$ cat config.mk
export PLATFORM = sky130hd
export DESIGN_NAME = tile_sequencer_flat
export DESIGN_NICKNAME = d
export VERILOG_FILES = /design/src/rtl/tile_sequencer_pkg.sv /design/src/rtl/tile_sequencer_if.sv /design/src/rtl/tile_word_counter.sv /design/src/rtl/tile_sequencer.sv /design/src/flat_wrapper.sv
export SDC_FILE = /design/constraint.sdc
export NUM_CORES = 1
export LEC_CHECK = 0
export ABC_AREA = 0
export CORE_MARGIN = 2
export CORE_UTILIZATION = 55
export CTS_CLUSTER_DIAMETER = 150
export DETAILED_ROUTE_END_ITERATION = 10
export PLACE_DENSITY_LB_ADDON = 0.15
export SLEW_MARGIN = 15
export SYNTH_ARGS = -nofsm -noshare
export SYNTH_HDL_FRONTEND = slang
export SYNTH_SLANG_ARGS = --single-unit
$ cat constraint.sdc
create_clock -name clk -period 7.15 [get_ports clk]
set_input_delay 1.7875 -clock clk [delete_from_list [all_inputs] [get_ports clk]]
set_output_delay 1.7875 -clock clk [all_outputs]
set_load 0.01 [all_outputs]
$ cat src/rtl/tile_sequencer_pkg.sv
// Shared definitions for the tile sequencer: phase encodings and default widths.
// The phase encoding is visible on the sequencer's state output.
package tile_sequencer_pkg;

   localparam int TILE_CNT_W_DEF = 8;
   localparam int WORD_CNT_W_DEF = 12;
   localparam int PERF_W_DEF     = 32;

   // IDLE is zero so that a reset state reads back as all-zero outputs.
   typedef enum logic [2:0] {
      IDLE = 3'd0,
      PREP = 3'd1,
      TRAN = 3'd2,
      COMP = 3'd3
   } seq_state_e;

endpackage

$ cat src/rtl/tile_sequencer_if.sv
// Read-request port between the tile sequencer (master) and the memory side (slave).
// Ports: rd_req_valid/ready handshake, rd_req_tile/word index, rd_data_valid return strobe.
interface tile_sequencer_if #(
   parameter int TILE_CNT_W = 8,
   parameter int WORD_CNT_W = 12
);

   logic                  rd_req_valid;
   logic                  rd_req_ready;
   logic [TILE_CNT_W-1:0] rd_req_tile;
   logic [WORD_CNT_W-1:0] rd_req_word;
   logic                  rd_data_valid;

   modport master (
      output rd_req_valid,
      output rd_req_tile,
      output rd_req_word,
      input  rd_req_ready,
      input  rd_data_valid
   );

   modport slave (
      input  rd_req_valid,
      input  rd_req_tile,
      input  rd_req_word,
      output rd_req_ready,
      output rd_data_valid
   );

endinterface

$ cat src/rtl/tile_word_counter.sv
// Request/return word counters for one tile; returns saturate at the word count.
// Ports: clk, reset (sync, active-low), clr, active, words, req_ready, ret_valid,
//        req_cnt, req_pending, ret_last.
module tile_word_counter
   import tile_sequencer_pkg::*;
#(
   parameter int WORD_CNT_W = WORD_CNT_W_DEF
) (
   input  logic                  clk,
   input  logic                  reset,
   input  logic                  clr,
   input  logic                  active,
   input  logic [WORD_CNT_W-1:0] words,
   input  logic                  req_ready,
   input  logic                  ret_valid,
   output logic [WORD_CNT_W-1:0] req_cnt,
   output logic                  req_pending,
   output logic                  ret_last
);

   logic [WORD_CNT_W-1:0] ret_cnt;
   logic [WORD_CNT_W-1:0] ret_nxt;
   logic                  ret_full;
   logic                  ret_take;

   assign req_pending = active && (req_cnt < words);
   assign ret_full    = (ret_cnt == words);
   assign ret_take    = active && ret_valid && !ret_full;
   assign ret_nxt     = ret_cnt + 1'b1;

   // Exit condition counts a return landing in the current cycle.
   assign ret_last = active &&
                     (ret_full || (ret_take && (ret_nxt == words)));

   always_ff @(posedge clk) begin
      if (!reset) begin
         req_cnt <= '0;
         ret_cnt <= '0;
      end else if (clr) begin
         req_cnt <= '0;
         ret_cnt <= '0;
      end else begin
         if (req_pending && req_ready)
            req_cnt <= req_cnt + 1'b1;
         if (ret_take)
            ret_cnt <= ret_nxt;
      end
   end

endmodule

$ cat src/rtl/tile_sequencer.sv
// Sequences one layer of tiles through PREP -> TRAN -> COMP; FSM plus tile counter.
// Ports: clk, reset (sync, active-low), start, num_tiles, words_per_tile,
//        cfg_req/cfg_ack, rd (read-request interface, master), comp_start/comp_done,
//        busy, done, state, stall_cycles.
// Optional: define TILE_SEQ_PERF_EN to enable the saturating stall counter.
module tile_sequencer
   import tile_sequencer_pkg::*;
#(
   parameter int TILE_CNT_W = TILE_CNT_W_DEF,
   parameter int WORD_CNT_W = WORD_CNT_W_DEF,
   parameter int PERF_W     = PERF_W_DEF
) (
   input  logic                  clk,
   input  logic                  reset,
   input  logic                  start,
   input  logic [TILE_CNT_W-1:0] num_tiles,
   input  logic [WORD_CNT_W-1:0] words_per_tile,
   output logic                  cfg_req,
   input  logic                  cfg_ack,
   tile_sequencer_if.master      rd,
   output logic                  comp_start,
   input  logic                  comp_done,
   output logic                  busy,
   output logic                  done,
   output logic [2:0]            state,
   output logic [PERF_W-1:0]     stall_cycles
);

   seq_state_e            state_q;
   seq_state_e            state_d;
   logic [TILE_CNT_W-1:0] tiles_q;
   logic [WORD_CNT_W-1:0] words_q;
   logic [TILE_CNT_W-1:0] tile_idx;
   logic [WORD_CNT_W-1:0] req_cnt;
   logic                  req_pending;
   logic                  ret_last;
   logic                  in_tran;
   logic                  last_tile;
   logic                  accept;
   logic                  clr;
   logic                  tile_inc;
   logic                  done_set;
   logic                  done_q;
   logic                  comp_start_q;

   assign in_tran   = (state_q == TRAN);
   assign last_tile = (tile_idx == tiles_q - 1'b1);

   tile_word_counter #(
      .WORD_CNT_W (WORD_CNT_W)
   ) u_cnt (
      .clk         (clk),
      .reset       (reset),
      .clr         (clr),
      .active      (in_tran),
      .words       (words_q),
      .req_ready   (rd.rd_req_ready),
      .ret_valid   (rd.rd_data_valid),
      .req_cnt     (req_cnt),
      .req_pending (req_pending),
      .ret_last    (ret_last)
   );

   always_comb begin
      state_d  = state_q;
      accept   = 1'b0;
      clr      = 1'b0;
      tile_inc = 1'b0;
      done_set = 1'b0;
      unique case (state_q)
         IDLE: begin
            if (start) begin
               accept = 1'b1;
               clr    = 1'b1;
               // An empty layer completes without touching the config path.
               if (num_tiles == '0)
                  done_set = 1'b1;
               else
                  state_d = PREP;
            end
         end
         PREP: begin
            if (cfg_ack)
               state_d = TRAN;
         end
         TRAN: begin
            if (ret_last)
               state_d = COMP;
         end
         COMP: begin
            if (comp_done) begin
               clr = 1'b1;
               if (last_tile) begin
                  state_d  = IDLE;
                  done_set = 1'b1;
               end else begin
                  state_d  = TRAN;
                  tile_inc = 1'b1;
               end
            end
         end
         default: state_d = IDLE;
      endcase
   end

   always_ff @(posedge clk) begin
      if (!reset) begin
         state_q      <= IDLE;
         tiles_q      <= '0;
         words_q      <= '0;
         tile_idx     <= '0;
         done_q       <= 1'b0;
         comp_start_q <= 1'b0;
      end else begin
         state_q      <= state_d;
         done_q       <= done_set;
         // Registered so comp_start has no path from comp_done/rd inputs.
         comp_start_q <= (state_d == COMP) && (state_q != COMP);
         if (accept) begin
            tiles_q  <= num_tiles;
            words_q  <= words_per_tile;
            tile_idx <= '0;
         end else if (tile_inc) begin
            tile_idx <= tile_idx + 1'b1;
         end
      end
   end

   assign cfg_req         = (state_q == PREP);
   assign rd.rd_req_valid = req_pending;
   assign rd.rd_req_tile  = in_tran ? tile_idx : '0;
   assign rd.rd_req_word  = in_tran ? req_cnt : '0;
   assign comp_start      = comp_start_q;
   assign busy            = (state_q != IDLE);
   assign done            = done_q;
   assign state           = state_q;

`ifdef TILE_SEQ_PERF_EN
   logic [PERF_W-1:0] stall_q;

   always_ff @(posedge clk) begin
      if (!reset)
         stall_q <= '0;
      else if (accept)
         stall_q <= '0;
      else if (req_pending && !rd.rd_req_ready && (stall_q != '1))
         stall_q <= stall_q + 1'b1;
   end

   assign stall_cycles = stall_q;
`else
   assign stall_cycles = '0;
`endif

endmodule

$ cat src/flat_wrapper.sv
// flat-port wrapper written by rule: the top's interface ports become plain ports
module tile_sequencer_flat import tile_sequencer_pkg::*;
#(
   parameter int TILE_CNT_W = TILE_CNT_W_DEF,
   parameter int WORD_CNT_W = WORD_CNT_W_DEF,
   parameter int PERF_W     = PERF_W_DEF
)
  (clk, reset, start, num_tiles, words_per_tile, cfg_req, cfg_ack, comp_start, comp_done, busy, done, state, stall_cycles, rd_rd_req_valid, rd_rd_req_tile, rd_rd_req_word, rd_rd_req_ready, rd_rd_data_valid);
  tile_sequencer_if #(.TILE_CNT_W(TILE_CNT_W), .WORD_CNT_W(WORD_CNT_W)) rd_i ();
  input  logic clk;
  input  logic reset;
  input  logic start;
  input  logic [TILE_CNT_W-1:0] num_tiles;
  input  logic [WORD_CNT_W-1:0] words_per_tile;
  output logic cfg_req;
  input  logic cfg_ack;
  output logic comp_start;
  input  logic comp_done;
  output logic busy;
  output logic done;
  output logic [2:0] state;
  output logic [PERF_W-1:0] stall_cycles;
  output wire logic [$bits(rd_i.rd_req_valid)-1:0] rd_rd_req_valid;
  output wire logic [$bits(rd_i.rd_req_tile)-1:0] rd_rd_req_tile;
  output wire logic [$bits(rd_i.rd_req_word)-1:0] rd_rd_req_word;
  input wire logic [$bits(rd_i.rd_req_ready)-1:0] rd_rd_req_ready;
  input wire logic [$bits(rd_i.rd_data_valid)-1:0] rd_rd_data_valid;
  assign rd_rd_req_valid = rd_i.rd_req_valid;
  assign rd_rd_req_tile = rd_i.rd_req_tile;
  assign rd_rd_req_word = rd_i.rd_req_word;
  assign rd_i.rd_req_ready = rd_rd_req_ready;
  assign rd_i.rd_data_valid = rd_rd_data_valid;
  tile_sequencer #(.TILE_CNT_W(TILE_CNT_W), .WORD_CNT_W(WORD_CNT_W), .PERF_W(PERF_W)) u_core (.clk(clk), .reset(reset), .start(start), .num_tiles(num_tiles), .words_per_tile(words_per_tile), .cfg_req(cfg_req), .cfg_ack(cfg_ack), .rd(rd_i), .comp_start(comp_start), .comp_done(comp_done), .busy(busy), .done(done), .state(state), .stall_cycles(stall_cycles));
endmodule
==> impl_metrics.tcl, run 1 <==
set metrics [dict create \
    run_status "complete, no violations" \
    antenna_cells 0 \
    fin_tns_setup_ns 0 \
    seq_area_sq_um 1140 \
    r2r_start "u_core.state[1]$_SDFF_PN0_" \
    final_common_cell "nand2_1" \
    rows 30 \
    cp.arrival_ns 2.88 \
    post-route-drc-count 0 \
    cpPeakStageDelay_ns 0.62 \
    synthAdderAreaFrac 0.0487 \
    worst_pin_slew_ns 0.930 \
    slowest_stage "clkdlybuf4s50_1" \
    clk_pin_slew_ns 0.06 \
    ys_seq_elements 57 \
    first_global_vias 2968 \
    p_comb_frac 0.121 \
    die_area_sq_um 7690 \
    clock_latency_ns 0.33 \
    crit_required_ns 5.36 \
    worstHoldEndpoint "u_core.tiles_q[7]$_SDFFE_PN0P_" \
    nets 569 \
    htree_levels 3 \
    ant_nets 0 \
    drv_cap 0 \
    ir_drop_mv 0.0993 \
    total_power_mw 0.738 \
    r2r-end "u_core.comp_start$_SDFF_PN0_" \
    ys_warn_count 0 \
    hold_start "u_core.tiles_q[7]$_SDFFE_PN0P_" \
    setup-violations-final 0 \
    drt-wirelength-per-cell_microns 13.7 \
    grt_pass1_wl_mm 13.8 \
    yosys.area.top_type_share 0.296 \
    die_h_microns 87.7 \
    drive_above_1_share 0.0489 \
    synthArstFlopShare 0 \
    crit_type "reg -> out" \
    hold_slack_ns 0.492 \
    vias 3392 \
    path_delay_family "compound AO/OA/AOI/OAI gates" \
    power.share.clock 0.429 \
    leakage_nw 1.62 \
    maxSlewHeadroom 0.378 \
    swShare 0.253 \
    crit_buf_inv 2 \
    muxShareOfSynthArea 0.0133 \
    finClkSkew_ns 0.00806 \
    start_util 0.567 \
    reg2reg_setup_slack_ns 4.02 \
    multi_input_area_sq_um 2400 \
    netlist_top_cells_area "dfxtp_1 (30%), xnor2_1 (6.8%), buf_4 (6.4%)" \
    synthCells 486 \
    final_cell_mix "nand2_1 (63), dfxtp_1 (57), clkdlybuf4s50_1 (54), nor2_1 (36), conb_1 (33)" \
    pin_count 87 \
    cts_resized 0 \
    cts_tree "done" \
    rsz0062_at_grt "no" \
    coreArea_sq_um 6790 \
    worstPathCellList "inv_1 -> ha_1 -> a21oi_1 -> o21a_1 -> o211ai_1 -> a2111oi_0 -> clkdlybuf4s50_1" \
    hold_violations 0 \
    drv_slew 0 \
    grt_usage 0.228 \
    synthSimpleGateAreaFrac 0.273 \
    hold_path_depth 2 \
    synth_cell_types 56 \
    yosys_most_used_dff "dfxtp_1" \
    hp-class "reg -> reg" \
    dr.first_iter.drc_count 147 \
    synth_seq_area_share 0.296 \
    synth_xor_area_frac 0.102 \
    vias_per_cell 5.40 \
    dr.pass1.iters 5 \
    synth.cell_area_sq_um 3850 \
    cts_buffers 9 \
    hold_buffers 0 \
    hpwl_mm 6.48 \
    post-place-ws_ns 2.51 \
    syn2layout_area_growth_pct 16.7 \
    rr_worst_depth 7 \
    fin_crit_sh 0.653 \
    fp.dieW_microns 87.7 \
    port_buffers 54 \
    grt_max_degree 27 \
    grt_overflow 0 \
    fin_crit_ns 4.67 \
    synth_compound_area_frac 0.155 \
    synth_top_family_by_area "simple AND/OR/NAND/NOR gates" \
    critPathLaunchType "flip-flop" \
    avgSynthCellArea_sq_um 7.92 \
    place_congestion 0.879 \
    seqPwrFrac 0.450 \
    cts-root-buf "clkbuf_8" \
    cts.path.max_buffers 2 \
    cts.sinks 57 \
    cts_setup_buffers 0 \
    path_max_fanout 9 \
    p_switching_mw 0.187 \
    antenna_found_initial 0 \
    power_per_cell_area_nw_per_um2 164 \
    p_int_mw 0.551 \
    routed_wl_mm 8.58 \
    max_freq_mhz 214 \
    yosysTopAreaCell "dfxtp_1" \
    fill_cells 610 \
    end_kind "primary output" \
    fin_ws_ns 2.48 \
    synth_enable_flop_cells 0 \
]
## cell families (layout without fill, tap and decap cells)
kind of cell    count (synthesis)  in the layout
compound gates                 82             82
xor+xnor                       45             45
fa+ha+maj                      15             15
buf+inv                        76             90
flops                          57             57
mux                             5              5
other cells                     1             33
simple gates                  205            205
## metal layers
layer | global-route usage | vias to the layer above | part of all wire
met5 | 0 | - | 0
met1 | 0.317 | 1563 | 0.50
li1 | - | 1699 | -
met4 | 0.0937 | 0 | 0.013
met2 | 0.352 | 119 | 0.45
met3 | 0.0368 | 11 | 0.045
## cell type report
cell class,instances,share of cell area
inverter,19,0.0159
sequential,57,0.254
multi-input combinational,385,0.535
clock buffer,14,0.0384
timing repair buffer,55,0.122
tap,96,0.0267
clock inverter,2,0.00780
## Yosys cell counts, types with 3 or more instances
| cell type | n |
|---|---|
| a2111oi_0 | 5 |
| a211oi_1 | 6 |
| a21boi_0 | 20 |
| a21oi_1 | 16 |
| and2_1 | 21 |
| and3_1 | 5 |
| buf_2 | 7 |
| buf_4 | 33 |
| clkbuf_1 | 15 |
| dfxtp_1 | 57 |
| ha_1 | 15 |
| inv_1 | 19 |
| mux2i_1 | 4 |
| nand2_1 | 63 |
| nand2b_1 | 6 |
| nand3_1 | 20 |
| nand3b_1 | 4 |
| nand4_1 | 15 |
| nor2_1 | 36 |
| nor3_1 | 6 |
| o2111ai_1 | 4 |
| o211ai_1 | 3 |
| o21a_1 | 3 |
| o21ai_0 | 7 |
| or2_2 | 3 |
| or3_1 | 8 |
| or4_1 | 5 |
| xnor2_1 | 30 |
| xor2_1 | 15 |
## stage by stage
stage	area, sq um	instances	util
2_1_floorplan	3970	518	-
4_1_cts	4490	628	0.661
3_5_place_dp	4290	612	0.631
3_3_place_gp	4290	612	0.631
5_1_grt	4490	628	0.661
6_report	4490	628	0.661
## state kept, by name, summed over array words and instances (netlist names)
name,flops
u_core.u_cnt.req_cnt,12
u_core.u_cnt.ret_cnt,12
u_core.words_q,12
u_core.tile_idx,8
u_core.tiles_q,8
u_core.state,3
u_core.comp_start,1
u_core.done,1
## worst register-to-register path, cell delays in order (launching register included)
cell	delay [ns]
dfxtp_1	0.54
nor3b_1	0.72
buf_4	0.29
and2_1	0.42
nand3_1	0.12
a2111oi_0	0.48
a31oi_1	0.26
nor3_1	0.21
## power groups by stage
stage	Combinational, mW	Sequential (mW)	Clock [mW]
final	0.0892	0.332	0.316
after global routing	0.0987	0.333	0.336
after CTS	0.0888	0.332	0.321
after detailed placement	0.0881	0.339	0
after global placement	0.0867	0.339	0
after floorplan	0.0737	0.337	0
## how the worst max path moves through the flow
stage,start,to,slack (ns),cells past startpoint
final,u_core.words_q[7]$_SDFFE_PN0P_,rd_rd_req_valid,2.48,7
after global placement,start,u_core.u_cnt.ret_cnt[10]$_SDFFE_PP0P_,2.62,5
after CTS,u_core.words_q[7]$_SDFFE_PN0P_,rd_rd_req_valid,2.48,7
after detailed placement,start,u_core.u_cnt.ret_cnt[10]$_SDFFE_PP0P_,2.51,5
after floorplan,u_core.words_q[7]$_SDFFE_PN0P_,rd_rd_req_valid,3.38,6
after global routing,u_core.words_q[7]$_SDFFE_PN0P_,rd_rd_req_valid,2.25,7
(Power assumes the default switching activity.)
==> run 2, diff against run 1 <==
--- a/config.mk
+++ b/config.mk
@@ -7,7 +7,7 @@
 export LEC_CHECK = 0
 export ABC_AREA = 0
 export CORE_MARGIN = 2
-export CORE_UTILIZATION = 55
+export CORE_UTILIZATION = 51
 export CTS_CLUSTER_DIAMETER = 150
 export DETAILED_ROUTE_END_ITERATION = 10
 export PLACE_DENSITY_LB_ADDON = 0.15
==> constraint.sdc (replaced) <==
create_clock -name clk -period 4.8 [get_ports clk]
set_input_delay 1.2 -clock clk [delete_from_list [all_inputs] [get_ports clk]]
set_output_delay 1.2 -clock clk [all_outputs]
set_load 0.01 [all_outputs]
==> impl_metrics.tcl, run 2 (same netlist as run 1, synthesis figures left out) <==
set metrics [dict create \
    run_status "complete, no violations" \
    drv_cap 0 \
    hpwl_mm 6.62 \
    dr.first_iter.drc_count 144 \
    vias 3334 \
    grt_usage 0.221 \
    power_per_cell_area_nw_per_um2 237 \
    cts_buffers 9 \
    clk_pin_slew_ns 0.07 \
    fin_tns_setup_ns 0 \
    maxSlewHeadroom 0.489 \
    rsz0062_at_grt "no" \
    p_comb_frac 0.127 \
    path_delay_family "compound AO/OA/AOI/OAI gates" \
    port_buffers 54 \
    syn2layout_area_growth_pct 16.8 \
    hp-class "reg -> reg" \
    cpPeakStageDelay_ns 0.62 \
    ant_nets 0 \
    htree_levels 3 \
    rows 31 \
    fin_ws_ns 0.733 \
    crit_type "reg -> out" \
    die_area_sq_um 8260 \
    fin_crit_ns 4.07 \
    antenna_cells 0 \
    pin_count 87 \
    post-route-drc-count 0 \
    cts.path.max_buffers 2 \
    crit_buf_inv 2 \
    dr.pass1.iters 4 \
    cts_tree "done" \
    max_freq_mhz 246 \
    grt_overflow 0 \
    final_common_cell "nand2_1" \
    drive_above_1_share 0.0542 \
    cts-root-buf "clkbuf_8" \
    reg_top3 "u_core.u_cnt.req_cnt x12, u_core.u_cnt.ret_cnt x12, u_core.words_q x12" \
    fp.dieW_microns 90.9 \
    drv_slew 0 \
    setup-violations-final 0 \
    routed_wl_mm 8.78 \
    p_int_mw 0.780 \
    seqPwrFrac 0.464 \
    place_congestion 0.900 \
    start_util 0.528 \
    swShare 0.270 \
    clock_latency_ns 0.34 \
    post-place-ws_ns 1.14 \
    p_switching_mw 0.288 \
    cp.arrival_ns 2.87 \
    drt-wirelength-per-cell_microns 13.9 \
    grt_max_degree 27 \
    power.share.clock 0.409 \
    cts.sinks 57 \
    fin_crit_sh 0.847 \
    end_kind "primary output" \
    final_cell_mix "nand2_1 (63), dfxtp_1 (57), clkdlybuf4s50_1 (54), nor2_1 (36), conb_1 (33)" \
    path_max_fanout 9 \
    antenna_found_initial 0 \
    total_power_mw 1.07 \
    first_global_vias 3152 \
    hold_violations 0 \
    worstPathCellList "inv_1 -> ha_1 -> a21oi_1 -> o21a_1 -> o211ai_1 -> a2111oi_0 -> clkdlybuf4s50_1" \
    leakage_nw 1.62 \
    cts_resized 0 \
    die_h_microns 90.9 \
    critPathLaunchType "flip-flop" \
    vias_per_cell 5.26 \
    cts_setup_buffers 0 \
    crit_required_ns 3.60 \
    slowest_stage "clkdlybuf4s50_1" \
    finClkSkew_ns 0.0112 \
    ir_drop_mv 0.136 \
    nets 572 \
    worst_pin_slew_ns 0.766 \
    coreArea_sq_um 7290 \
    hold_buffers 0 \
    grt_pass1_wl_mm 14.9 \
]
run 2: worst paths after layout:
path / from / to / slack [ns] / cells after the start
worst max-delay path: u_core.words_q[7]$_SDFFE_PN0P_ / rd_rd_req_valid / 0.73 / 7
worst min-delay path: u_core.tiles_q[7]$_SDFFE_PN0P_ / u_core.tiles_q[7]$_SDFFE_PN0P_ / 0.48 / 2
worst max register to register: u_core.state[1]$_SDFF_PN0_ / u_core.comp_start$_SDFF_PN0_ / 1.76 / 7
worst min register to register: u_core.tiles_q[7]$_SDFFE_PN0P_ / u_core.tiles_q[7]$_SDFFE_PN0P_ / 0.48 / 2
run 2: power by group through the flow:
| stage | clock network (mW) | registers [mW] | logic [mW] |
|---|---|---|---|
| final | 0.437 | 0.495 | 0.136 |
| after global placement | 0 | 0.505 | 0.133 |
| after global routing | 0.470 | 0.497 | 0.151 |
| after detailed placement | 0 | 0.506 | 0.135 |
| after floorplan | 0 | 0.501 | 0.110 |
| after CTS | 0.442 | 0.495 | 0.136 |
run 2: final cells by class:
cell class                      instances  area (sq um)
Clock buffer                           11           131
Clock inverter                          5          56.3
Fill cell                             685          2790
Inverter                               19          71.3
Multi-Input combinational cell        385          2400
Sequential cell                        57          1140
Tap cell                               99           124
Timing Repair Buffer                   58           571
run 2: stage by stage:
stage | utilization | instance area [sq um] | cells | hold slack, ns
floorplan | - | 3970 | 518 | 0.455
global placement | 0.591 | 4310 | 618 | 0.467
detailed placement | 0.591 | 4310 | 618 | 0.473
CTS | 0.617 | 4500 | 634 | 0.484
global route | 0.617 | 4500 | 634 | 0.508
finish | 0.617 | 4500 | 634 | 0.480
run 2: worst min-delay path, cell delays in order (launching register included):
cell	delay, ns
dfxtp_1	0.32
nand2_1	0.05
a21boi_0	0.06
run 2: layer usage:
| layer | track usage | vias to the layer above | share of wire |
|---|---|---|---|
| met2 | 0.347 | 100 | 0.45 |
| met3 | 0.0526 | 8 | 0.071 |
| met4 | 0.0732 | 0 | 0.0091 |
| met5 | 0 | - | 0 |
| li1 | - | 1704 | - |
| met1 | 0.297 | 1522 | 0.47 |
==> run 3, diff against run 2 <==
==> constraint.sdc (replaced) <==
create_clock -name clk -period 4.2 [get_ports clk]
set_input_delay 1.05 -clock clk [delete_from_list [all_inputs] [get_ports clk]]
set_output_delay 1.05 -clock clk [all_outputs]
set_load 0.01 [all_outputs]
==> impl_metrics.tcl, run 3 (same netlist as run 1, synthesis figures left out) <==
set metrics [dict create \
    drt-wirelength-per-cell_microns 14.4 \
    fin_crit_ns 3.94 \
    dr.first_iter.drc_count 215 \
    hp-class "reg -> reg" \
    grt_usage 0.221 \
    coreArea_sq_um 7290 \
    met1_usage 0.308 \
    rsz0062_at_grt "no" \
    drv_slew 0 \
    cts_resized 0 \
    fin_crit_sh 0.939 \
    critPathLaunchType "flip-flop" \
    grt_overflow 0 \
    hold_buffers 0 \
    dr.pass1.iters 5 \
    antenna_cells 0 \
    pin_count 87 \
    cts.sinks 57 \
    dp_cells 619 \
    crit_required_ns 3.15 \
    first_global_vias 3062 \
    hpwl_mm 6.86 \
    cp.arrival_ns 2.89 \
    setup-violations-final 0 \
    ant_nets 0 \
    worst_pin_slew_ns 0.761 \
    max_freq_mhz 254 \
    die_area_sq_um 8260 \
    gr-usage-met3 0.0317 \
    path_max_fanout 9 \
    place_congestion 0.894 \
    port_buffers 54 \
    power_per_cell_area_nw_per_um2 292 \
    crit_type "reg -> out" \
    hold_violations 0 \
    fin_cells 634 \
    fill_cells 684 \
    leakage_nw 1.65 \
    clk_pin_slew_ns 0.07 \
    drive_above_1_share 0.0561 \
    grt.met2_usage 0.350 \
    vias 3432 \
    nets 573 \
    final_common_cell "nand2_1" \
    post-route-drc-count 0 \
    end_kind "primary output" \
    grt_max_degree 27 \
    fin_tns_setup_ns 0 \
    top_usage_layer "met2" \
    cts_tree "done" \
    cts.path.max_buffers 2 \
    cts_setup_buffers 0 \
    start_util 0.528 \
    cts_buffers 9 \
    routed_wl_mm 9.13 \
    die_h_microns 90.9 \
    reg_top3 "u_core.u_cnt.req_cnt x12, u_core.u_cnt.ret_cnt x12, u_core.words_q x12" \
    reg2reg_setup_slack_ns 1.26 \
    syn2layout_area_growth_pct 18.1 \
    antenna_found_initial 0 \
    drv_cap 0 \
    vias_per_cell 5.41 \
    run_status "complete, no violations" \
    finClkSkew_ns 0.00930 \
    cts-root-buf "clkbuf_8" \
    maxSlewHeadroom 0.493 \
    grt_pass1_wl_mm 14.9 \
    final_cell_mix "nand2_1 (63), dfxtp_1 (57), clkdlybuf4s50_1 (54), nor2_1 (36), conb_1 (33)" \
    htree_levels 3 \
    fp.dieW_microns 90.9 \
    rows 31 \
    ir_drop_mv 0.161 \
    clock_latency_ns 0.34 \
]
-- run 3: through the flow --
stage               utilization  instance area (sq um)  power (mW)  setup slack (ns)  hold WS [ns]
floorplan                     -                   3970       0.698              1.17         0.455
global placement          0.592                   4320       0.730             0.691         0.465
detailed placement        0.592                   4320       0.734             0.622         0.480
CTS                       0.624                   4550        1.33             0.254         0.489
global route              0.624                   4550        1.38           0.00321         0.515
finish                    0.624                   4550        1.33             0.257         0.484
-- run 3: final timing paths --
check,start,to,cells past startpoint
worst max-delay path,u_core.words_q[7]$_SDFFE_PN0P_,rd_rd_req_valid,7
worst min-delay path,u_core.tiles_q[7]$_SDFFE_PN0P_,u_core.tiles_q[7]$_SDFFE_PN0P_,2
worst max register to register,u_core.state[1]$_SDFF_PN0_,u_core.comp_start$_SDFF_PN0_,8
worst min register to register,u_core.tiles_q[7]$_SDFFE_PN0P_,u_core.tiles_q[7]$_SDFFE_PN0P_,2
-- run 3: layout make-up --
type	instances	area, sq um	area share
clock inverter	2	60.1	0.0132
multi-input combinational	385	2400	0.529
sequential	57	1140	0.251
timing repair buffer	59	578	0.127
clock buffer	13	169	0.0371
tap	99	124	0.0272
inverter	19	71.3	0.0157
-- run 3: layer usage --
metal / wire, microns / share of wire / up-vias
li1: - / - / 1702
met1: 4200 / 0.46 / 1588
met2: 4200 / 0.46 / 133
met3: 634 / 0.069 / 9
met4: 97 / 0.011 / 0
met5: 0 / 0 / -
-- run 3: power breakdown --
group          internal (mW)  switching, mW  total (mW)
registers              0.551         0.0154       0.566
logic                 0.0672         0.0903       0.158
clock network          0.380          0.223       0.603
total                  0.998          0.329        1.33
-- run 3: critical path, cell delays in order, from the launching register on --
cell and delay, ns:
dfxtp_1 0.44, inv_1 0.07, ha_1 0.33, a21oi_1 0.16
o21a_1 0.16, o211ai_1 0.26, a2111oi_0 0.51, clkdlybuf4s50_1 0.62
